**src/rtl/mem_stage_sram_ctrl.sv**
```systemverilog
// MEM-stage data-memory controller: drives a single-port 32-bit SRAM with a fixed
// wait-state count and holds ready low (pipeline freeze) until the access completes.
module mem_stage_sram_ctrl #(
    parameter int unsigned WAIT_CYCLES = 5,
    parameter int unsigned ADDR_W      = 18,
    parameter int unsigned BASE_ADDR   = 1024
) (
    input  logic              clk,
    input  logic              rst,
    input  logic              MEM_R_EN,
    input  logic              MEM_W_EN,
    input  logic [31:0]       ALU_result,
    input  logic [31:0]       Val_Rm,
    output logic [31:0]       read_data,
    output logic              ready,
    output logic [ADDR_W-1:0] SRAM_ADDR,
    output logic [31:0]       SRAM_DQ_out,
    output logic              SRAM_DQ_oe,
    output logic              SRAM_WE_N,
    input  logic [31:0]       SRAM_DQ_in
);

    typedef enum logic [1:0] {
        IDLE,
        ACCESS,
        DONE
    } state_t;

    state_t     state;
    state_t     state_next;
    logic [3:0] count;
    logic       op_wr;
    logic       req;

    assign req = MEM_R_EN | MEM_W_EN;

    always_ff @(posedge clk or posedge rst) begin
        if (rst) begin
            state <= IDLE;
        end else begin
            state <= state_next;
        end
    end

    // Strobes decode from state so reset releases the bus without waiting for a clock.
    always_comb begin
        state_next = state;
        ready      = 1'b0;
        SRAM_WE_N  = 1'b1;
        SRAM_DQ_oe = 1'b0;
        unique case (state)
            IDLE: begin
                ready = ~req;
                if (req) begin
                    state_next = ACCESS;
                end
            end
            ACCESS: begin
                SRAM_WE_N  = ~op_wr;
                SRAM_DQ_oe = op_wr;
                if (count == '0) begin
                    state_next = DONE;
                end
            end
            DONE: begin
                ready      = 1'b1;
                state_next = IDLE;
            end
            default: begin
                state_next = IDLE;
            end
        endcase
    end

    always_ff @(posedge clk or posedge rst) begin
        if (rst) begin
            count       <= '0;
            op_wr       <= 1'b0;
            SRAM_ADDR   <= '0;
            SRAM_DQ_out <= '0;
            read_data   <= '0;
        end else begin
            unique case (state)
                IDLE: begin
                    if (req) begin
                        // Write wins when both enables are set.
                        SRAM_ADDR   <= ADDR_W'((ALU_result - 32'(BASE_ADDR)) >> 2);
                        SRAM_DQ_out <= Val_Rm;
                        op_wr       <= MEM_W_EN;
                        count       <= 4'(WAIT_CYCLES - 1);
                    end
                end
                ACCESS: begin
                    if (count == '0) begin
                        if (!op_wr) begin
                            read_data <= SRAM_DQ_in;
                        end
                    end else begin
                        count <= count - 4'd1;
                    end
                end
                default: begin
                end
            endcase
        end
    end

endmodule
```
**config.mk**
```make
export PLATFORM = sky130hd
export DESIGN_NAME = mem_stage_sram_ctrl
export DESIGN_NICKNAME = d
export VERILOG_FILES = /design/src/rtl/mem_stage_sram_ctrl.sv
export SDC_FILE = /design/constraint.sdc
export NUM_CORES = 1
export LEC_CHECK = 0
export CORE_ASPECT_RATIO = 1.75
export CORE_UTILIZATION = 30
export DETAILED_ROUTE_END_ITERATION = 16
export DONT_BUFFER_PORTS = 1
export GPL_ROUTABILITY_DRIVEN = 0
export PLACE_DENSITY = 0.5
export SYNTH_ARGS = -nofsm -noshare
export SYNTH_HDL_FRONTEND = slang
export SYNTH_SLANG_ARGS = --single-unit
```
**constraint.sdc**
```tcl
create_clock -name clk -period 9.1 [get_ports clk]
set_input_delay 2.73 -clock clk [delete_from_list [all_inputs] [get_ports clk]]
set_output_delay 2.73 -clock clk [all_outputs]
set_load 0.01 [all_outputs]
```
==> Word level (Yosys, flattened, before mapping) <==
Index checks and enable logic that the tools add are counted.
{ "op_classes": {"addsub": 2, "eq_ne": 5, "mux": 9, "bitwise": 3, "n_reduce_logical": 7} }
{ "op_table": {"columns": ["cell", "count"], "rows": [
  ["$sub 20x11->20 const B", 1],
  ["$mux 4", 2],
  ["$pmux 4 s2", 1],
  ["$ne 2x2->1 const B", 3],
  ["$reduce_and 3->1", 2],
  ["$logic_not 4->1", 1],
  ["$mux 2", 2],
  ["$pmux 2 s2", 1],
  ["$reduce_and 2->1", 2],
  ["$sub 4x1->4 const B", 1],
  ["$eq 2x1->1 const B", 1],
  ["$eq 2x2->1 const B", 1],
  ["$logic_not 2->1", 1],
  ["$mux 1", 2],
  ["$not 1->1", 2],
  ["$pmux 1 s2", 1],
  ["$reduce_bool 2->1", 1],
  ["$or 1x1->1", 1]
]} }
{ "word_totals": {"register_bits": 89, "out_inout_bits": 85, "elab_cells": 32} }

==> Longest topological paths before layout <==
Gate-level depths: netlist (run 1).
{ "depth": {"ltp_word": 3, "depth_mapped": 8, "ltp_nobuf": 6} }

==> Least setup slack after synthesis (run 1) <==
No wires, ideal clock.
{ "synth_path": {"path_type": "input-to-output", "start": "input port MEM_W_EN", "end": "output port ready", "arrival_time_ns": 3.074, "t_required_ns": 6.370, "setup_slack_ns": 3.296, "cell_stages": 3, "n_path_buf": 0, "path_cell_list": "nor2_1 > nor2_1 > nor2_1"} }
{ "synth_via": {"elab_chain_cells": 3} }
{ "synth_lines": {"columns": ["element", "line_no", "text"], "rows": [
  ["start: declaration", "11", "input logic MEM_W_EN,"],
  ["$or 1x1->1", "35", "assign req = MEM_R_EN | MEM_W_EN;"],
  ["$not 1->1", "53", "ready = ~req;"],
  ["$pmux 1 s2", "51", "unique case (state)"],
  ["end: declaration", "15", "output logic ready,"]
]} }
Every way passes these cells.

==> Worst setup path in the final report (run 1) <==
Same ends and word-level chain as after synthesis.

==> flow_metrics.py, run 1 <==
metrics = {
    "sta": {
        "finalHoldViolations": 0,
        "grt_setup_unrepaired": "no",
        "fmax_ghz": 0.169,
        "finalClockSkew_ns": 0.00633,
        "finalWorstSetupSlack_ns": 3.17,
        "max_slew.worst_pin.slew_ns": 1.13,
        "relSlewSlack": 0.250,
        "slew_viol_final": 0,
        "finalSetupViolations": 0,
        "finalCritPeriodShare": 0.651,
        "setup_tns_ns": 0,
        "layout_min_cycle_time_ns": 5.93,
    },
    "route": {
        "via_per_inst": 4.36,
        "first_pass_iters": 4,
        "drc_errors": 0,
        "totalWireLength_um": 7580,
        "drt_iter0_drc": 52,
        "via_count": 2153,
        "wire_per_inst_um": 15.3,
        "final_antenna_net_count": 0,
    },
    "synth": {
        "ys_types": 30,
        "synth_cells": 326,
        "ys_seq_area_frac": 0.603,
        "ys_warn_count": 0,
        "avgSynthCellArea_sq_um": 11.3,
        "ys_ff_latch": 89,
        "synthesis.area_sq_um": 3690,
        "synth_ff_type": "dfrtp_1",
        "synth_edf_count": 0,
        "synth.net_count": 428,
        "async_flop_share": 1.00,
    },
    "critical_path": {
        "required_ns": 6.37,
        "r2r-start": "count[0]$_DFFE_PP0P_",
        "critPathLaunch": "MEM_W_EN",
        "cp-end-kind": "output port",
        "cp-start-kind": "input port",
        "cp_data_arrival_time_ns": 3.20,
        "crit_fanout": 3,
        "critPathKind": "in2out",
    },
    "finish": {
        "final_area_sq_um": 4140,
        "layout_common_cells": "136 x nand2_1, 89 x dfrtp_1, 30 x mux2_4, 10 x o21ai_0, 9 x clkbuf_16",
        "area_growth_syn_to_layout_pct": 12.2,
        "layout-drive-gt1-share": 0.179,
        "multi_input_area_sq_um": 1340,
        "seq_area_sq_um": 2230,
        "fillers": 1178,
        "insertedDiodeCount": 0,
        "nNetsFinal": 426,
        "final_common_cell": "nand2_1",
    },
    "floorplanning": {
        "start_util": 0.308,
        "dieArea_sq_um": 12800,
        "core_sq_um": 12000,
        "ios": 185,
        "die_height_um": 149,
        "die_x_um": 85.9,
        "rows": 53,
    },
    "power": {
        "vdd_drop_max_uv": 210,
        "leakage_nw": 1.98,
        "pwr-share-seq": 0.503,
        "clock_power_share": 0.249,
        "p_total_w": 0.00162,
        "p_sw_w": 0.000573,
        "cellPowerDensity_nw_per_um2": 391,
        "p_comb_frac": 0.248,
        "swShare": 0.354,
        "p_int_w": 0.00105,
    },
    "placed_design": {
        "postPlaceCellArea_sq_um": 3810,
        "io_buffers": 0,
        "post-dp-hpwl_um": 5140,
        "pre_cts_ws_ns": 3.18,
    },
    "clocking": {
        "clock_latency_ns": 0.33,
        "cts-root-buf": "clkbuf_16",
        "hold_buffers": 0,
        "cts.sinks": 89,
        "cts_tree": "built",
        "cts_buffers": 9,
        "cts_buffer_depth": 2,
        "cts_resized": 0,
        "postCtsSetupBuffers": 0,
        "clk_pin_slew_worst_paths_ns": 0.06,
        "htree_levels": 3,
    },
    "global_routing": {
        "grt-ovfl-total": 0,
        "grt_first_pass_wirelength_um": 11400,
        "grt_max_degree": 90,
        "grt_pass1_vias": 2203,
        "antenna_found_initial": 0,
        "grt_usage": 0.119,
    },
    "flow_run": {
        "drv_cap": 0,
    },
    "hold_path": {
        "hp-class": "reg2reg",
        "hold_start": "op_wr$_DFFE_PP0P_",
    },
    "run_status": {
        "outcome": "completed",
    },
}
power by group through the flow:
stage               Combinational (W)  Clock (W)  Sequential (W)
global placement             0.000396          0        0.000827
detailed placement           0.000411          0        0.000825
finish                       0.000401   0.000404        0.000816
floorplan                    0.000362          0        0.000780
CTS                          0.000412   0.000421        0.000822
global route                 0.000457   0.000436        0.000842
cell type report:
cell class                      instances  area share
Multi-Input combinational cell        216       0.323
Inverter                                6     0.00574
Timing Repair Buffer                    2     0.00362
Tap cell                              165      0.0498
Clock inverter                          4      0.0181
Sequential cell                        89       0.538
Clock buffer                           12      0.0619
synth_stat cells, types with 2 or more instances:
library cell | n | share of area
a31oi_1 | 2 | 0.0034
buf_12 | 3 | 0.016
clkbuf_1 | 11 | 0.011
dfrtp_1 | 89 | 0.60
ha_1 | 2 | 0.0068
inv_1 | 6 | 0.0061
mux2_2 | 2 | 0.0061
mux2_4 | 30 | 0.12
nand2_1 | 136 | 0.14
nand2b_1 | 2 | 0.0034
nand3_1 | 2 | 0.0027
nor2_1 | 6 | 0.0061
nor3_1 | 3 | 0.0041
nor4_1 | 2 | 0.0034
o21ai_0 | 10 | 0.014
xnor2_1 | 6 | 0.014
critical path: stages:
cell and delay [ns]:
nor2_1 0.21, nor2_1 0.06, nor2_1 0.19
logic make-up (layout without fill, tap and decap cells):
family | Yosys count | count (layout) | synth area share
AO/OA/AOI/OAI | 14 | 14 | 0.0217
multiplexers | 33 | 33 | 0.131
flip-flops | 89 | 89 | 0.603
XOR/XNOR | 7 | 7 | 0.0166
AND/OR/NAND/NOR | 160 | 160 | 0.185
adder cells (fa/ha/maj) | 2 | 2 | 0.00677
buffers and inverters | 21 | 24 | 0.0366
metal layers:
metal	track usage	wire, um	up-vias
li1	-	-	1036
met1	0.125	2950	1013
met2	0.206	3990	92
met3	0.0393	454	12
met4	0.0633	189	0
met5	0	0	-
per-stage QoR:
stage          std cells  utilization  hold slack [ns]
2_1_floorplan        326            -            0.452
3_3_place_gp         478        0.318            0.479
3_5_place_dp         478        0.318            0.477
4_1_cts              494        0.345            0.492
5_1_grt              494        0.345            0.537
6_report             494        0.345            0.493
state kept, by name, summed over array words and instances, names as in the netlist:
| register | count |
|---|---|
| op_wr | 1 |
| SRAM_DQ_out | 32 |
| read_data | 32 |
| SRAM_ADDR | 18 |
| state | 2 |
| count | 4 |
final timing paths:
path / slack (ns) / depth (start not counted) / end
setup / recovery: 3.17 / 3 / ready
hold / removal: 0.49 / 2 / op_wr$_DFFE_PP0P_
setup reg to reg: 6.53 / 6 / read_data[29]$_DFFE_PP0P_
hold reg to reg: 0.49 / 2 / op_wr$_DFFE_PP0P_
max in group asynchronous: 5.74 / 2 / state[1]$_DFFE_PP0P_
min in group asynchronous: 2.62 / 2 / SRAM_ADDR[5]$_DFFE_PP0P_
No activity file was read; power rests on OpenSTA's default activity.
==> run 2: changes to the inputs <==
==> constraint.sdc (replaced) <==
create_clock -name clk -period 6.2 [get_ports clk]
set_input_delay 1.86 -clock clk [delete_from_list [all_inputs] [get_ports clk]]
set_output_delay 1.86 -clock clk [all_outputs]
set_load 0.01 [all_outputs]
==> run 2 against run 1 <==
Sequential share of layout area barely moved. Critical path depth did not move. Core utilization barely moved. Clock power rose by 46%. Sequential power rose by 47%. Die area did not move. Setup slack got worse by 1.2 ns. Critical path type unchanged. Largest cell class unchanged. Largest power group unchanged.
==> flow_metrics.py, run 2 (same netlist as run 1, synthesis figures left out) <==
metrics = {
    "sta": {
        "finalHoldViolations": 0,
        "relSlewSlack": 0.268,
        "grt_setup_unrepaired": "no",
        "finalSetupViolations": 0,
        "layout_min_cycle_time_ns": 4.18,
        "slew_viol_final": 0,
        "finalCritPeriodShare": 0.674,
        "max_slew.worst_pin.slew_ns": 1.09,
        "setup_tns_ns": 0,
        "fmax_ghz": 0.239,
        "finalClockSkew_ns": 0.00693,
    },
    "clocking": {
        "clock_latency_ns": 0.34,
        "hold_buffers": 0,
        "cts.sinks": 89,
        "clk_pin_slew_worst_paths_ns": 0.06,
        "htree_levels": 3,
        "cts_buffer_depth": 2,
        "cts_resized": 0,
        "postCtsSetupBuffers": 0,
        "cts-root-buf": "clkbuf_16",
        "cts_buffers": 9,
        "cts_tree": "built",
    },
    "placed_design": {
        "postPlaceCellArea_sq_um": 3810,
        "io_buffers": 0,
        "post-dp-hpwl_um": 5280,
    },
    "route": {
        "via_per_inst": 4.34,
        "wire_per_inst_um": 15.4,
        "drc_errors": 0,
        "totalWireLength_um": 7590,
        "first_pass_iters": 4,
        "drt_iter0_drc": 68,
        "final_antenna_net_count": 0,
        "via_count": 2142,
    },
    "finish": {
        "final_area_sq_um": 4140,
        "final_common_cell": "nand2_1",
        "insertedDiodeCount": 0,
        "nNetsFinal": 426,
        "fillers": 1193,
        "largestRegisters": "SRAM_DQ_out: 32 flops, read_data: 32 flops, SRAM_ADDR: 18 flops",
        "layout-drive-gt1-share": 0.180,
        "area_growth_syn_to_layout_pct": 12.1,
        "layout_common_cells": "136 x nand2_1, 89 x dfrtp_1, 30 x mux2_4, 10 x o21ai_0, 9 x clkbuf_16",
    },
    "critical_path": {
        "critPathLaunch": "MEM_W_EN",
        "crit_path_top_delay_cell": "nor2_1",
        "critPathKind": "in2out",
        "crit_fanout": 3,
        "cp_data_arrival_time_ns": 2.32,
        "r2r-end": "read_data[30]$_DFFE_PP0P_",
        "required_ns": 4.34,
        "crit_path_frequent_cell": "nor2_1",
        "critPathMaxStageDelay_ns": 0.20,
        "r2r-start": "count[0]$_DFFE_PP0P_",
        "cp-start-kind": "input port",
        "r2r_slack_ns": 3.66,
        "crit_chain": "nor2_1, nor2_1, nor2_1",
        "rr_worst_depth": 6,
        "cp-end-kind": "output port",
        "endpoint": "ready",
    },
    "power": {
        "p_int_w": 0.00154,
        "vdd_drop_max_uv": 339,
        "p_sw_w": 0.000839,
        "clock_power_share": 0.249,
        "cellPowerDensity_nw_per_um2": 574,
        "pwr-share-seq": 0.504,
        "p_comb_frac": 0.247,
        "leakage_nw": 1.98,
        "swShare": 0.353,
    },
    "global_routing": {
        "grt_first_pass_wirelength_um": 11300,
        "grt_max_degree": 64,
        "antenna_found_initial": 0,
        "grt_usage": 0.117,
        "grt_pass1_vias": 2138,
        "grt-ovfl-total": 0,
    },
    "hold_path": {
        "min_path_cells": 2,
        "hp-class": "reg2reg",
    },
    "floorplanning": {
        "die_height_um": 149,
        "dieArea_sq_um": 12800,
        "core_sq_um": 12000,
        "die_x_um": 85.9,
        "start_util": 0.308,
        "rows": 53,
        "ios": 185,
    },
    "flow_run": {
        "drv_cap": 0,
    },
    "run_status": {
        "outcome": "completed",
    },
}
run 2: cell types whose count changed in the layout (fill, tap and decap cells not counted):
cell | before | now
clkbuf_1 | 1 | 0
clkinv_4 | 0 | 1
clkinvlp_4 | 2 | 1
run 2: power groups by stage:
stage	logic [W]	registers [W]	clock network, W
2_1_floorplan	0.000531	0.00114	0
3_3_place_gp	0.000581	0.00121	0
3_5_place_dp	0.000599	0.00121	0
4_1_cts	0.000602	0.00121	0.000613
5_1_grt	0.000665	0.00123	0.000635
6_report	0.000586	0.00120	0.000591
run 2: routing by layer:
layer	track usage	wire, um	vias to the layer above
li1	-	-	1032
met1	0.123	2890	1010
met2	0.205	4090	90
met3	0.0376	474	10
met4	0.0567	134	0
met5	0	0	-
run 2: how the worst min path moves through the flow:
stage | start | slack, ns | endpoint
final | op_wr$_DFFE_PP0P_ | 0.49 | op_wr$_DFFE_PP0P_
after global routing | count[3]$_DFFE_PP0P_ | 0.54 | count[3]$_DFFE_PP0P_
after CTS | op_wr$_DFFE_PP0P_ | 0.50 | op_wr$_DFFE_PP0P_
after detailed placement | op_wr$_DFFE_PP0P_ | 0.48 | op_wr$_DFFE_PP0P_
after global placement | op_wr$_DFFE_PP0P_ | 0.48 | op_wr$_DFFE_PP0P_
after floorplan | op_wr$_DFFE_PP0P_ | 0.45 | op_wr$_DFFE_PP0P_
run 2: critical path: cells and delay by family:
| family | cells | cell delay, ns |
|---|---|---|
| and+or+nand+nor | 3 | 0.46 |
run 2: area by class of cell:
class / instances / area (sq um) / share of cell area
inverters: 6 / 23.8 / 0.00574
multi-input cells: 216 / 1340 / 0.323
repair buffers: 2 / 15.0 / 0.00363
clock inverters: 4 / 76.3 / 0.0184
flip-flops and latches: 89 / 2230 / 0.538
clock buffers: 11 / 253 / 0.0610
well taps: 165 / 206 / 0.0499
run 2: stage by stage:
| step | setup WS (ns) | utilization | power, W | hold WS, ns | cells |
|---|---|---|---|---|---|
| after floorplan | 2.03 | - | 0.00168 | 0.452 | 326 |
| after global placement | 2.03 | 0.318 | 0.00179 | 0.477 | 478 |
| after detailed placement | 2.03 | 0.318 | 0.00181 | 0.482 | 478 |
| after CTS | 2.03 | 0.345 | 0.00242 | 0.498 | 493 |
| after global routing | 1.95 | 0.345 | 0.00253 | 0.541 | 493 |
| final | 2.02 | 0.345 | 0.00237 | 0.494 | 493 |
